<file path="src/rtl/alu_mc_pkg.sv">
// Shared opcode, flag-index and FSM-state definitions for the multi-cycle ALU.
package alu_mc_pkg;

    localparam logic [3:0] OP_ADD   = 4'd0;
    localparam logic [3:0] OP_OR    = 4'd1;
    localparam logic [3:0] OP_PASSA = 4'd2;
    localparam logic [3:0] OP_PASSB = 4'd3;
    localparam logic [3:0] OP_AND   = 4'd4;
    localparam logic [3:0] OP_SUB   = 4'd5;
    localparam logic [3:0] OP_XOR   = 4'd6;
    localparam logic [3:0] OP_CMP   = 4'd7;
    localparam logic [3:0] OP_MUL   = 4'd8;
    localparam logic [3:0] OP_DIVU  = 4'd9;
    localparam logic [3:0] OP_NOT   = 4'd10;
    localparam logic [3:0] OP_NEG   = 4'd11;
    localparam logic [3:0] OP_SLL   = 4'd12;
    localparam logic [3:0] OP_SRL   = 4'd13;
    localparam logic [3:0] OP_REMU  = 4'd14;
    localparam logic [3:0] OP_SRA   = 4'd15;

    localparam int FLAG_SF = 4;
    localparam int FLAG_ZF = 3;
    localparam int FLAG_PF = 2;
    localparam int FLAG_OF = 1;
    localparam int FLAG_CF = 0;

    typedef enum logic [1:0] {
        ST_IDLE = 2'd0,
        ST_MUL  = 2'd1,
        ST_DIV  = 2'd2
    } state_t;

endpackage

</file>
<file path="src/rtl/alu_mc_if.sv">
// Operation/result handshake bundle for alu_mc; master drives operations, slave is the ALU.
interface alu_mc_if #(
    parameter int WIDTH = 32
);
    logic             FLUSH;
    logic             IN_VALID;
    logic             IN_READY;
    logic [3:0]       OP;
    logic             SETF;
    logic [WIDTH-1:0] A;
    logic [WIDTH-1:0] B;
    logic [4:0]       FLAGS_IN;
    logic             OUT_VALID;
    logic             OUT_READY;
    logic [WIDTH-1:0] RESULT;
    logic [4:0]       FLAGS_OUT;
    logic             WEF;
    logic             BUSY;

    modport master (
        output FLUSH, IN_VALID, OP, SETF, A, B, FLAGS_IN, OUT_READY,
        input  IN_READY, OUT_VALID, RESULT, FLAGS_OUT, WEF, BUSY
    );

    modport slave (
        input  FLUSH, IN_VALID, OP, SETF, A, B, FLAGS_IN, OUT_READY,
        output IN_READY, OUT_VALID, RESULT, FLAGS_OUT, WEF, BUSY
    );
endinterface

</file>
<file path="src/rtl/alu_mc_iter.sv">
// Shared iterative engine: shift-add multiply (MUL_STEP bits/cycle) and restoring divide.
// Divider path only exists when ALU_MC_DIV_EN is defined.
module alu_mc_iter #(
    parameter int WIDTH    = 32,
    parameter int MUL_STEP = 1
) (
    input  logic             clk,
    input  logic             n_rst,
    input  logic             start,
`ifdef ALU_MC_DIV_EN
    input  logic             mode,
`endif
    input  logic             step,
    input  logic [WIDTH-1:0] a,
    input  logic [WIDTH-1:0] b,
    output logic             done,
    output logic [WIDTH-1:0] res_lo,
    output logic [WIDTH-1:0] res_hi
);
    localparam int CNT_W = $clog2(WIDTH) + 1;
    localparam logic [CNT_W-1:0] MUL_LAST = CNT_W'(WIDTH / MUL_STEP - 1);

    // hi/lo hold {acc, multiplier} for multiply and {remainder, dividend/quotient} for divide
    logic [WIDTH-1:0] hi, lo, opnd;
    logic [WIDTH-1:0] hi_n, lo_n;
    logic [CNT_W-1:0] cnt;
    logic [WIDTH:0]   sum;
`ifdef ALU_MC_DIV_EN
    localparam logic [CNT_W-1:0] DIV_LAST = CNT_W'(WIDTH - 1);
    logic             mode_r;
    logic [WIDTH:0]   r_sh, trial;
`endif

    always_comb begin
        hi_n = hi;
        lo_n = lo;
        sum  = '0;
`ifdef ALU_MC_DIV_EN
        r_sh  = '0;
        trial = '0;
        if (mode_r) begin
            r_sh  = {hi, lo[WIDTH-1]};
            trial = r_sh - {1'b0, opnd};
            hi_n  = trial[WIDTH] ? r_sh[WIDTH-1:0] : trial[WIDTH-1:0];
            lo_n  = {lo[WIDTH-2:0], ~trial[WIDTH]};
        end else
`endif
        begin
            for (int unsigned i = 0; i < MUL_STEP; i++) begin
                sum = {1'b0, hi_n} + (lo_n[0] ? {1'b0, opnd} : '0);
                {hi_n, lo_n} = {sum, lo_n[WIDTH-1:1]};
            end
        end
    end

`ifdef ALU_MC_DIV_EN
    assign done = mode_r ? (cnt == DIV_LAST) : (cnt == MUL_LAST);
`else
    assign done = (cnt == MUL_LAST);
`endif
    assign res_lo = lo_n;
    assign res_hi = hi_n;

    always_ff @(posedge clk) begin
        if (!n_rst) begin
            hi   <= '0;
            lo   <= '0;
            opnd <= '0;
            cnt  <= '0;
`ifdef ALU_MC_DIV_EN
            mode_r <= 1'b0;
`endif
        end else if (start) begin
            hi   <= '0;
            lo   <= a;
            opnd <= b;
            cnt  <= '0;
`ifdef ALU_MC_DIV_EN
            mode_r <= mode;
`endif
        end else if (step) begin
            hi  <= hi_n;
            lo  <= lo_n;
            cnt <= cnt + CNT_W'(1);
        end
    end

endmodule

</file>
<file path="src/rtl/alu_mc.sv">
// Multi-cycle execute ALU: 16 ops, iterative MUL, optional DIVU/REMU (macro ALU_MC_DIV_EN),
// valid/ready on both sides with a registered output stage.
module alu_mc
    import alu_mc_pkg::*;
#(
    parameter int WIDTH    = 32,
    parameter int MUL_STEP = 1
) (
    input  logic     CLK,
    input  logic     N_RST,
    alu_mc_if.slave  bus
);
    localparam int SHAMT_W = $clog2(WIDTH);

    state_t           state, state_n;
    logic             out_valid, wef, setf_r;
    logic [WIDTH-1:0] result;
    logic [4:0]       flags_out;
    logic             out_blocked, in_ready, accept;
    logic             load, ld_wef;
    logic [WIDTH-1:0] ld_res, op_res, eng_res;
    logic [4:0]       ld_flags, op_flags, eng_flags;
    logic             it_start, it_step, it_done;
    logic [WIDTH-1:0] it_lo, it_hi;
    logic [WIDTH:0]   add_x, sub_x, sll_x, srl_x, sra_x;
    logic [SHAMT_W-1:0] shamt;
`ifdef ALU_MC_DIV_EN
    logic             it_mode, rem_r;
`endif

    function automatic logic [4:0] flags_of(input logic [WIDTH-1:0] r, input logic ovf,
                                            input logic cry);
        logic [4:0] f;
        f          = '0;
        f[FLAG_SF] = r[WIDTH-1];
        f[FLAG_ZF] = (r == '0);
        f[FLAG_PF] = ~^r[7:0];
        f[FLAG_OF] = ovf;
        f[FLAG_CF] = cry;
        return f;
    endfunction

    assign out_blocked = out_valid & ~bus.OUT_READY;
    assign in_ready    = (state == ST_IDLE) & ~out_blocked & ~bus.FLUSH;
    assign accept      = bus.IN_VALID & in_ready;

    assign shamt = bus.B[SHAMT_W-1:0];
    assign add_x = {1'b0, bus.A} + {1'b0, bus.B};
    assign sub_x = {1'b0, bus.A} - {1'b0, bus.B};
    // One extra bit beside the operand catches the last bit shifted out
    assign sll_x = {1'b0, bus.A} << shamt;
    assign srl_x = {bus.A, 1'b0} >> shamt;
    assign sra_x = $signed({bus.A, 1'b0}) >>> shamt;

    always_comb begin
        op_res   = '0;
        op_flags = bus.FLAGS_IN;
        case (bus.OP)
            OP_ADD: begin
                op_res   = add_x[WIDTH-1:0];
                op_flags = flags_of(op_res, (bus.A[WIDTH-1] == bus.B[WIDTH-1]) &
                                    (op_res[WIDTH-1] != bus.A[WIDTH-1]), add_x[WIDTH]);
            end
            OP_SUB, OP_CMP: begin
                op_res   = (bus.OP == OP_CMP) ? bus.A : sub_x[WIDTH-1:0];
                op_flags = flags_of(sub_x[WIDTH-1:0], (bus.A[WIDTH-1] != bus.B[WIDTH-1]) &
                                    (sub_x[WIDTH-1] != bus.A[WIDTH-1]), sub_x[WIDTH]);
            end
            OP_OR:    begin op_res = bus.A | bus.B; op_flags = flags_of(op_res, 1'b0, 1'b0); end
            OP_AND:   begin op_res = bus.A & bus.B; op_flags = flags_of(op_res, 1'b0, 1'b0); end
            OP_XOR:   begin op_res = bus.A ^ bus.B; op_flags = flags_of(op_res, 1'b0, 1'b0); end
            OP_PASSA: op_res = bus.A;
            OP_PASSB: op_res = bus.B;
            OP_NOT:   op_res = ~bus.B;
            OP_NEG: begin
                op_res   = -bus.B;
                op_flags = flags_of(op_res, 1'b0, bus.B != '0);
            end
            OP_MUL:   op_res = '0;
            OP_DIVU, OP_REMU: begin
`ifdef ALU_MC_DIV_EN
                // Only loaded directly on divide-by-zero; otherwise the DIV state runs
                op_res   = (bus.OP == OP_DIVU) ? '1 : bus.A;
                op_flags = flags_of(op_res, 1'b0, 1'b1);
`else
                op_res   = '0;
                op_flags = flags_of('0, 1'b1, 1'b0);
`endif
            end
            OP_SLL: begin
                op_res = bus.A;
                if (shamt != '0) begin
                    op_res   = sll_x[WIDTH-1:0];
                    op_flags = flags_of(op_res, op_res[WIDTH-1] ^ sll_x[WIDTH], sll_x[WIDTH]);
                end
            end
            OP_SRL: begin
                op_res = bus.A;
                if (shamt != '0) begin
                    op_res   = srl_x[WIDTH:1];
                    op_flags = flags_of(op_res, bus.A[WIDTH-1], srl_x[0]);
                end
            end
            OP_SRA: begin
                op_res = bus.A;
                if (shamt != '0) begin
                    op_res   = sra_x[WIDTH:1];
                    op_flags = flags_of(op_res, 1'b0, sra_x[0]);
                end
            end
        endcase
    end

    always_comb begin
        eng_res   = it_lo;
        eng_flags = flags_of(it_lo, it_hi != '0, it_hi != '0);
`ifdef ALU_MC_DIV_EN
        if (state == ST_DIV) begin
            eng_res   = rem_r ? it_hi : it_lo;
            eng_flags = flags_of(eng_res, 1'b0, 1'b0);
        end
`endif
    end

    always_comb begin
        state_n  = state;
        load     = 1'b0;
        ld_res   = op_res;
        ld_flags = op_flags;
        ld_wef   = (state == ST_IDLE) ? bus.SETF : setf_r;
        it_start = 1'b0;
        it_step  = 1'b0;
`ifdef ALU_MC_DIV_EN
        it_mode  = 1'b0;
`endif
        case (state)
            ST_IDLE: begin
                if (accept) begin
                    if (bus.OP == OP_MUL) begin
                        it_start = 1'b1;
                        state_n  = ST_MUL;
                    end
`ifdef ALU_MC_DIV_EN
                    else if ((bus.OP == OP_DIVU || bus.OP == OP_REMU) && bus.B != '0) begin
                        it_start = 1'b1;
                        it_mode  = 1'b1;
                        state_n  = ST_DIV;
                    end
`endif
                    else begin
                        load = 1'b1;
                    end
                end
            end
            default: begin
                // Last iteration stalls in place until the output register is free
                it_step = ~(it_done & out_blocked);
                if (it_done && !out_blocked) begin
                    load     = 1'b1;
                    ld_res   = eng_res;
                    ld_flags = eng_flags;
                    state_n  = ST_IDLE;
                end
            end
        endcase
    end

    always_ff @(posedge CLK) begin
        if (!N_RST) begin
            state     <= ST_IDLE;
            out_valid <= 1'b0;
            result    <= '0;
            flags_out <= '0;
            wef       <= 1'b0;
            setf_r    <= 1'b0;
`ifdef ALU_MC_DIV_EN
            rem_r     <= 1'b0;
`endif
        end else if (bus.FLUSH) begin
            state     <= ST_IDLE;
            out_valid <= 1'b0;
        end else begin
            state <= state_n;
            if (accept) begin
                setf_r <= bus.SETF;
`ifdef ALU_MC_DIV_EN
                rem_r  <= (bus.OP == OP_REMU);
`endif
            end
            if (load) begin
                out_valid <= 1'b1;
                result    <= ld_res;
                flags_out <= ld_flags;
                wef       <= ld_wef;
            end else if (bus.OUT_READY) begin
                out_valid <= 1'b0;
            end
        end
    end

    alu_mc_iter #(
        .WIDTH    (WIDTH),
        .MUL_STEP (MUL_STEP)
    ) u_iter (
        .clk    (CLK),
        .n_rst  (N_RST),
        .start  (it_start),
`ifdef ALU_MC_DIV_EN
        .mode   (it_mode),
`endif
        .step   (it_step),
        .a      (bus.A),
        .b      (bus.B),
        .done   (it_done),
        .res_lo (it_lo),
        .res_hi (it_hi)
    );

    assign bus.IN_READY  = in_ready;
    assign bus.OUT_VALID = out_valid;
    assign bus.RESULT    = result;
    assign bus.FLAGS_OUT = flags_out;
    assign bus.WEF       = wef;
    assign bus.BUSY      = (state != ST_IDLE);

endmodule

</file>
<file path="src/flat_wrapper.sv">
// flat-port wrapper written by rule: the top's interface ports become plain ports
module alu_mc_flat import alu_mc_pkg::*;
#(
    parameter int WIDTH    = 32,
    parameter int MUL_STEP = 1
)
  (CLK, N_RST, bus_FLUSH, bus_IN_VALID, bus_OP, bus_SETF, bus_A, bus_B, bus_FLAGS_IN, bus_OUT_READY, bus_IN_READY, bus_OUT_VALID, bus_RESULT, bus_FLAGS_OUT, bus_WEF, bus_BUSY);
  alu_mc_if #(.WIDTH(WIDTH)) bus_i ();
  input  logic CLK;
  input  logic N_RST;
  input wire logic [$bits(bus_i.FLUSH)-1:0] bus_FLUSH;
  input wire logic [$bits(bus_i.IN_VALID)-1:0] bus_IN_VALID;
  input wire logic [$bits(bus_i.OP)-1:0] bus_OP;
  input wire logic [$bits(bus_i.SETF)-1:0] bus_SETF;
  input wire logic [$bits(bus_i.A)-1:0] bus_A;
  input wire logic [$bits(bus_i.B)-1:0] bus_B;
  input wire logic [$bits(bus_i.FLAGS_IN)-1:0] bus_FLAGS_IN;
  input wire logic [$bits(bus_i.OUT_READY)-1:0] bus_OUT_READY;
  output wire logic [$bits(bus_i.IN_READY)-1:0] bus_IN_READY;
  output wire logic [$bits(bus_i.OUT_VALID)-1:0] bus_OUT_VALID;
  output wire logic [$bits(bus_i.RESULT)-1:0] bus_RESULT;
  output wire logic [$bits(bus_i.FLAGS_OUT)-1:0] bus_FLAGS_OUT;
  output wire logic [$bits(bus_i.WEF)-1:0] bus_WEF;
  output wire logic [$bits(bus_i.BUSY)-1:0] bus_BUSY;
  assign bus_i.FLUSH = bus_FLUSH;
  assign bus_i.IN_VALID = bus_IN_VALID;
  assign bus_i.OP = bus_OP;
  assign bus_i.SETF = bus_SETF;
  assign bus_i.A = bus_A;
  assign bus_i.B = bus_B;
  assign bus_i.FLAGS_IN = bus_FLAGS_IN;
  assign bus_i.OUT_READY = bus_OUT_READY;
  assign bus_IN_READY = bus_i.IN_READY;
  assign bus_OUT_VALID = bus_i.OUT_VALID;
  assign bus_RESULT = bus_i.RESULT;
  assign bus_FLAGS_OUT = bus_i.FLAGS_OUT;
  assign bus_WEF = bus_i.WEF;
  assign bus_BUSY = bus_i.BUSY;
  alu_mc #(.WIDTH(WIDTH), .MUL_STEP(MUL_STEP)) u_core (.CLK(CLK), .N_RST(N_RST), .bus(bus_i));
endmodule
</file>
<file path="config.mk">
export PLATFORM = sky130hd
export DESIGN_NAME = alu_mc_flat
export DESIGN_NICKNAME = d
export VERILOG_FILES = /design/src/rtl/alu_mc_pkg.sv /design/src/rtl/alu_mc_if.sv /design/src/rtl/alu_mc_iter.sv /design/src/rtl/alu_mc.sv /design/src/flat_wrapper.sv
export SDC_FILE = /design/constraint.sdc
export NUM_CORES = 1
export LEC_CHECK = 0
export ABC_AREA = 1
export BUFFER_PORTS_ARGS = -buffer_cell sky130_fd_sc_hd__buf_2
export CAP_MARGIN = 5
export CELL_PAD_IN_SITES_DETAIL_PLACEMENT = 0
export CELL_PAD_IN_SITES_GLOBAL_PLACEMENT = 1
export CORE_MARGIN = 3
export CORE_UTILIZATION = 30
export DETAILED_ROUTE_END_ITERATION = 7
export PLACE_DENSITY = 0.72
export SYNTH_ARGS = -nofsm -noshare
export SYNTH_HDL_FRONTEND = slang
export SYNTH_HIERARCHICAL = 1
export SYNTH_SLANG_ARGS = --single-unit
export TNS_END_PERCENT = 50
</file>
<file path="constraint.sdc">
create_clock -name CLK -period 5.5 [get_ports CLK]
set_input_delay 0.55 -clock CLK [delete_from_list [all_inputs] [get_ports CLK]]
set_output_delay 0.55 -clock CLK [all_outputs]
set_load 0.1 [all_outputs]
</file>
==> impl_table.tex <==
\begin{tabular}{lr}
\hline
Metric & Value \\
\hline
\multicolumn{2}{l}{\textbf{Global route}} \\
\quad Total global routing overflow & 0 \\
\quad Total routing usage reported by global routing & 36.7\% \\
\quad Antenna violations before repair & 17 \\
\quad First-pass GRT wire length & 214000 um \\
\quad Largest net degree at the start of global routing & 70 \\
\quad Via count of the first global-routing pass & 28227 \\
\multicolumn{2}{l}{\textbf{CTS}} \\
\quad Total of cells resized after clock tree synthesis & 0 \\
\quad Library cell used as clock root buffer & clkbuf\_16 \\
\quad CTS tree & built \\
\quad Clock transition at path regs & 0.07 ns \\
\quad Post-CTS setup-driven buffer insertion count & 0 \\
\quad Insertion delay of the later-clocked pin in the worst-skew pair & 0.46 ns \\
\quad Number of levels in the clock H-tree & 4 \\
\quad Num Clock Sinks & 143 \\
\quad Cts bufs inserted & 17 \\
\quad Hold buffer count at CTS & 0 \\
\quad Clock buffer depth & 2 \\
\multicolumn{2}{l}{\textbf{Logic synthesis}} \\
\quad Cell Area, Synth & 23000 um\^{}2 \\
\quad Async S/R FF share, synth & 0\% \\
\quad Top\_reg\_cell synth & dfxtp\_1 \\
\quad Mapped Nets & 4472 \\
\quad Count of flip-flops with a built-in enable after synthesis & 0 \\
\quad Synthesis warning total & 6 \\
\quad Seq/Total Area, Yosys & 12.4\% \\
\quad Number of flip-flops and latches in the synthesized netlist & 143 \\
\quad Library cells used by synthesis & 62 \\
\quad Post-Synthesis Cells & 4217 \\
\quad Synthesized area divided by synthesized cell count & 5.46 um\^{}2 \\
\multicolumn{2}{l}{\textbf{Critical path}} \\
\quad Kind of end point of the critical path & flop \\
\quad Count of buffering cells on the critical path with inverters included & 5 \\
\quad Critical Path Start Type & input pin \\
\quad Worst-path cell chain & buf\_2 > buf\_4 > inv\_2 > ha\_1 > nand2\_1 > inv\_1 > ha\_2 > buf\_4 > nand2\_1 > o22ai\_1 > a211oi\_1 > o2111ai\_1 > nor3\_1 > o2111ai\_1 > o21ai\_0 > a21oi\_1 \\
\quad Signal arrival time at the worst endpoint & 4.60 ns \\
\quad Slowest library cell on the worst path & o2111ai\_1 \\
\quad Biggest cell delay along the critical path & 0.52 ns \\
\quad Largest fanout on the critical path & 58 \\
\quad Gate family responsible for the most delay along the worst path & compound AO/OA/AOI/OAI gates \\
\quad Required time reported for the critical path endpoint & 5.78 ns \\
\quad Category of the critical setup timing path & in2reg \\
\multicolumn{2}{l}{\textbf{Timing}} \\
\quad Tmin final & 4.32 ns \\
\quad Upper clock frequency limit & 0.232 GHz \\
\quad Post-route clock skew & 0.0226 ns \\
\quad Final-report hold violation count & 0 \\
\quad Relative max-transition margin & 15.1\% \\
\quad RSZ-0062 raised after global routing & no \\
\quad Number of setup violations in the final report & 0 \\
\quad Max-slew violations & 0 \\
\quad Period utilization & 78.5\% \\
\quad Slew at the pin closest to its max-slew limit & 1.27 ns \\
\quad Sum of negative setup slack & 0 ns \\
\multicolumn{2}{l}{\textbf{Routing}} \\
\quad DR vias & 31452 \\
\quad Final wirelength & 154000 um \\
\quad Drt drc & 0 \\
\quad Average via count per standard cell & 5.94 \\
\quad Routed length per instance & 29.2 um \\
\quad Iteration count of the initial detailed-routing pass & 6 \\
\quad Violation count after the first detailed-routing iteration & 5055 \\
\quad Post-DRT Antenna Nets & 0 \\
\multicolumn{2}{l}{\textbf{Floorplan}} \\
\quad Overall die area & 80100 um\^{}2 \\
\quad Placement Rows & 100 \\
\quad Floorplan core area & 75200 um\^{}2 \\
\quad Horizontal die dimension & 283 um \\
\quad Vertical extent of the die & 283 um \\
\quad Initial core utilization & 30.6\% \\
\quad Number of top-level pins & 120 \\
\multicolumn{2}{l}{\textbf{Layout}} \\
\quad P\&R area growth vs syn & 9.82\% \\
\quad Leading cell types in the layout, fill and taps excluded & 1263 x nand2\_1, 486 x nor2\_1, 471 x inv\_1 \\
\quad Leading cell type in the layout, fill and taps excluded & nand2\_1 \\
\quad Net count of the finished layout & 4509 \\
\quad Ratio of cells with drive above 1 in the final layout & 7.99\% \\
\quad Core utilization of the finished layout & 33.6\% \\
\multicolumn{2}{l}{\textbf{Power and ir drop}} \\
\quad Power density relative to cell area & 181 nW/um\^{}2 \\
\quad Leak & 13.1 nW \\
\quad Worst IR Drop VDD & 0.000172 V \\
\multicolumn{2}{l}{\textbf{Placed design}} \\
\quad Final HPWL from detailed placement & 125000 um \\
\quad \# port buffers & 119 \\
\quad Gp weighted congestion & 1.07 \\
\multicolumn{2}{l}{\textbf{Outcome}} \\
\quad Status & completed \\
\multicolumn{2}{l}{\textbf{Job}} \\
\quad Max-cap violations & 0 \\
\multicolumn{2}{l}{\textbf{Hold path}} \\
\quad Kind of path behind the tightest hold check & in2reg \\
\hline
\end{tabular}
==> logic make-up (layout without fill, tap and decap cells) <==
| family | count (synthesis) | in the layout | share of synthesized area (%) |
|---|---|---|---|
| fa+ha+maj | 176 | 176 | 9.67 |
| xor+xnor | 81 | 81 | 3.11 |
| simple gates | 2407 | 2407 | 44.0 |
| other cells | 0 | 5 | 0 |
| flops | 143 | 143 | 12.4 |
| buf+inv | 708 | 758 | 12.8 |
| compound gates | 701 | 701 | 18.0 |
| mux | 1 | 1 | 0.0435 |
==> routing by layer <==
metal	track usage, %	wire length, um
met1	50.2	64100
met2	50.8	59700
met3	10.5	19500
met4	21.3	10900
met5	0	116
==> cell type report <==
type,instances,area [um^2]
diodes,5,12.5
clock buffers,19,443
clock inverters,13,151
fillers,8788,49900
inverters,496,1860
multi-input cells,3366,17200
flip-flops and latches,143,2860
well taps,1020,1280
repair buffers,230,1440
==> power breakdown <==
part           switching [mW]  total (mW)  internal [mW]
logic                    1.71        2.27          0.559
registers              0.0167        1.07           1.05
clock network           0.537        1.23          0.690
==> final timing paths <==
check | startpoint | endpoint | slack (ns) | depth (start not counted)
worst max-delay path | bus_B[0] | u_core/bus.RESULT[28] | 1.18 | 16
worst min-delay path | bus_FLUSH | u_core/state[0] | 0.33 | 2
worst max register to register | u_core/u_iter/lo[0] | u_core/bus.FLAGS_OUT[1] | 1.37 | 20
worst min register to register | u_core/bus.RESULT[8] | u_core/bus.RESULT[8] | 0.46 | 2
==> stage by stage <==
stage | setup slack, ns | area, um^2 | power, mW | hold WS [ns] | std cells
finish | 1.18 | 25300 | 4.57 | 0.333 | 5292
global route | 1.04 | 25300 | 4.70 | 0.335 | 5287
CTS | 1.40 | 25300 | 4.46 | 0.317 | 5287
detailed placement | 0.942 | 24700 | 3.23 | 0.454 | 5255
global placement | 0.876 | 24700 | 3.26 | 0.450 | 5255
floorplan | 0.870 | 23000 | 2.31 | 0.440 | 4217
==> registers in the layout, indices dropped and copies added (netlist names) <==
signal / flops
u_core/u_iter/cnt: 6
u_core/state: 1
u_core/u_iter/hi: 32
u_core/bus.RESULT: 32
u_core/bus.WEF: 1
u_core/setf_r: 1
u_core/u_iter/opnd: 32
u_core/bus.OUT_VALID: 1
u_core/u_iter/lo: 32
u_core/bus.FLAGS_OUT: 5
==> cells in the mapped netlist (57+ instances only) <==
library cell	n	share of area (%)
a21oi_1	248	5.4
buf_2	71	1.5
clkbuf_1	81	1.3
dfxtp_1	143	12
ha_1	173	9.4
inv_1	473	7.7
nand2_1	1263	21
nand3_1	445	9.7
nand4_1	58	1.6
nor2_1	487	7.9
nor3_1	68	1.5
o21ai_0	198	4.3
xor2_1	57	2.2
(Power assumes the default switching activity.)
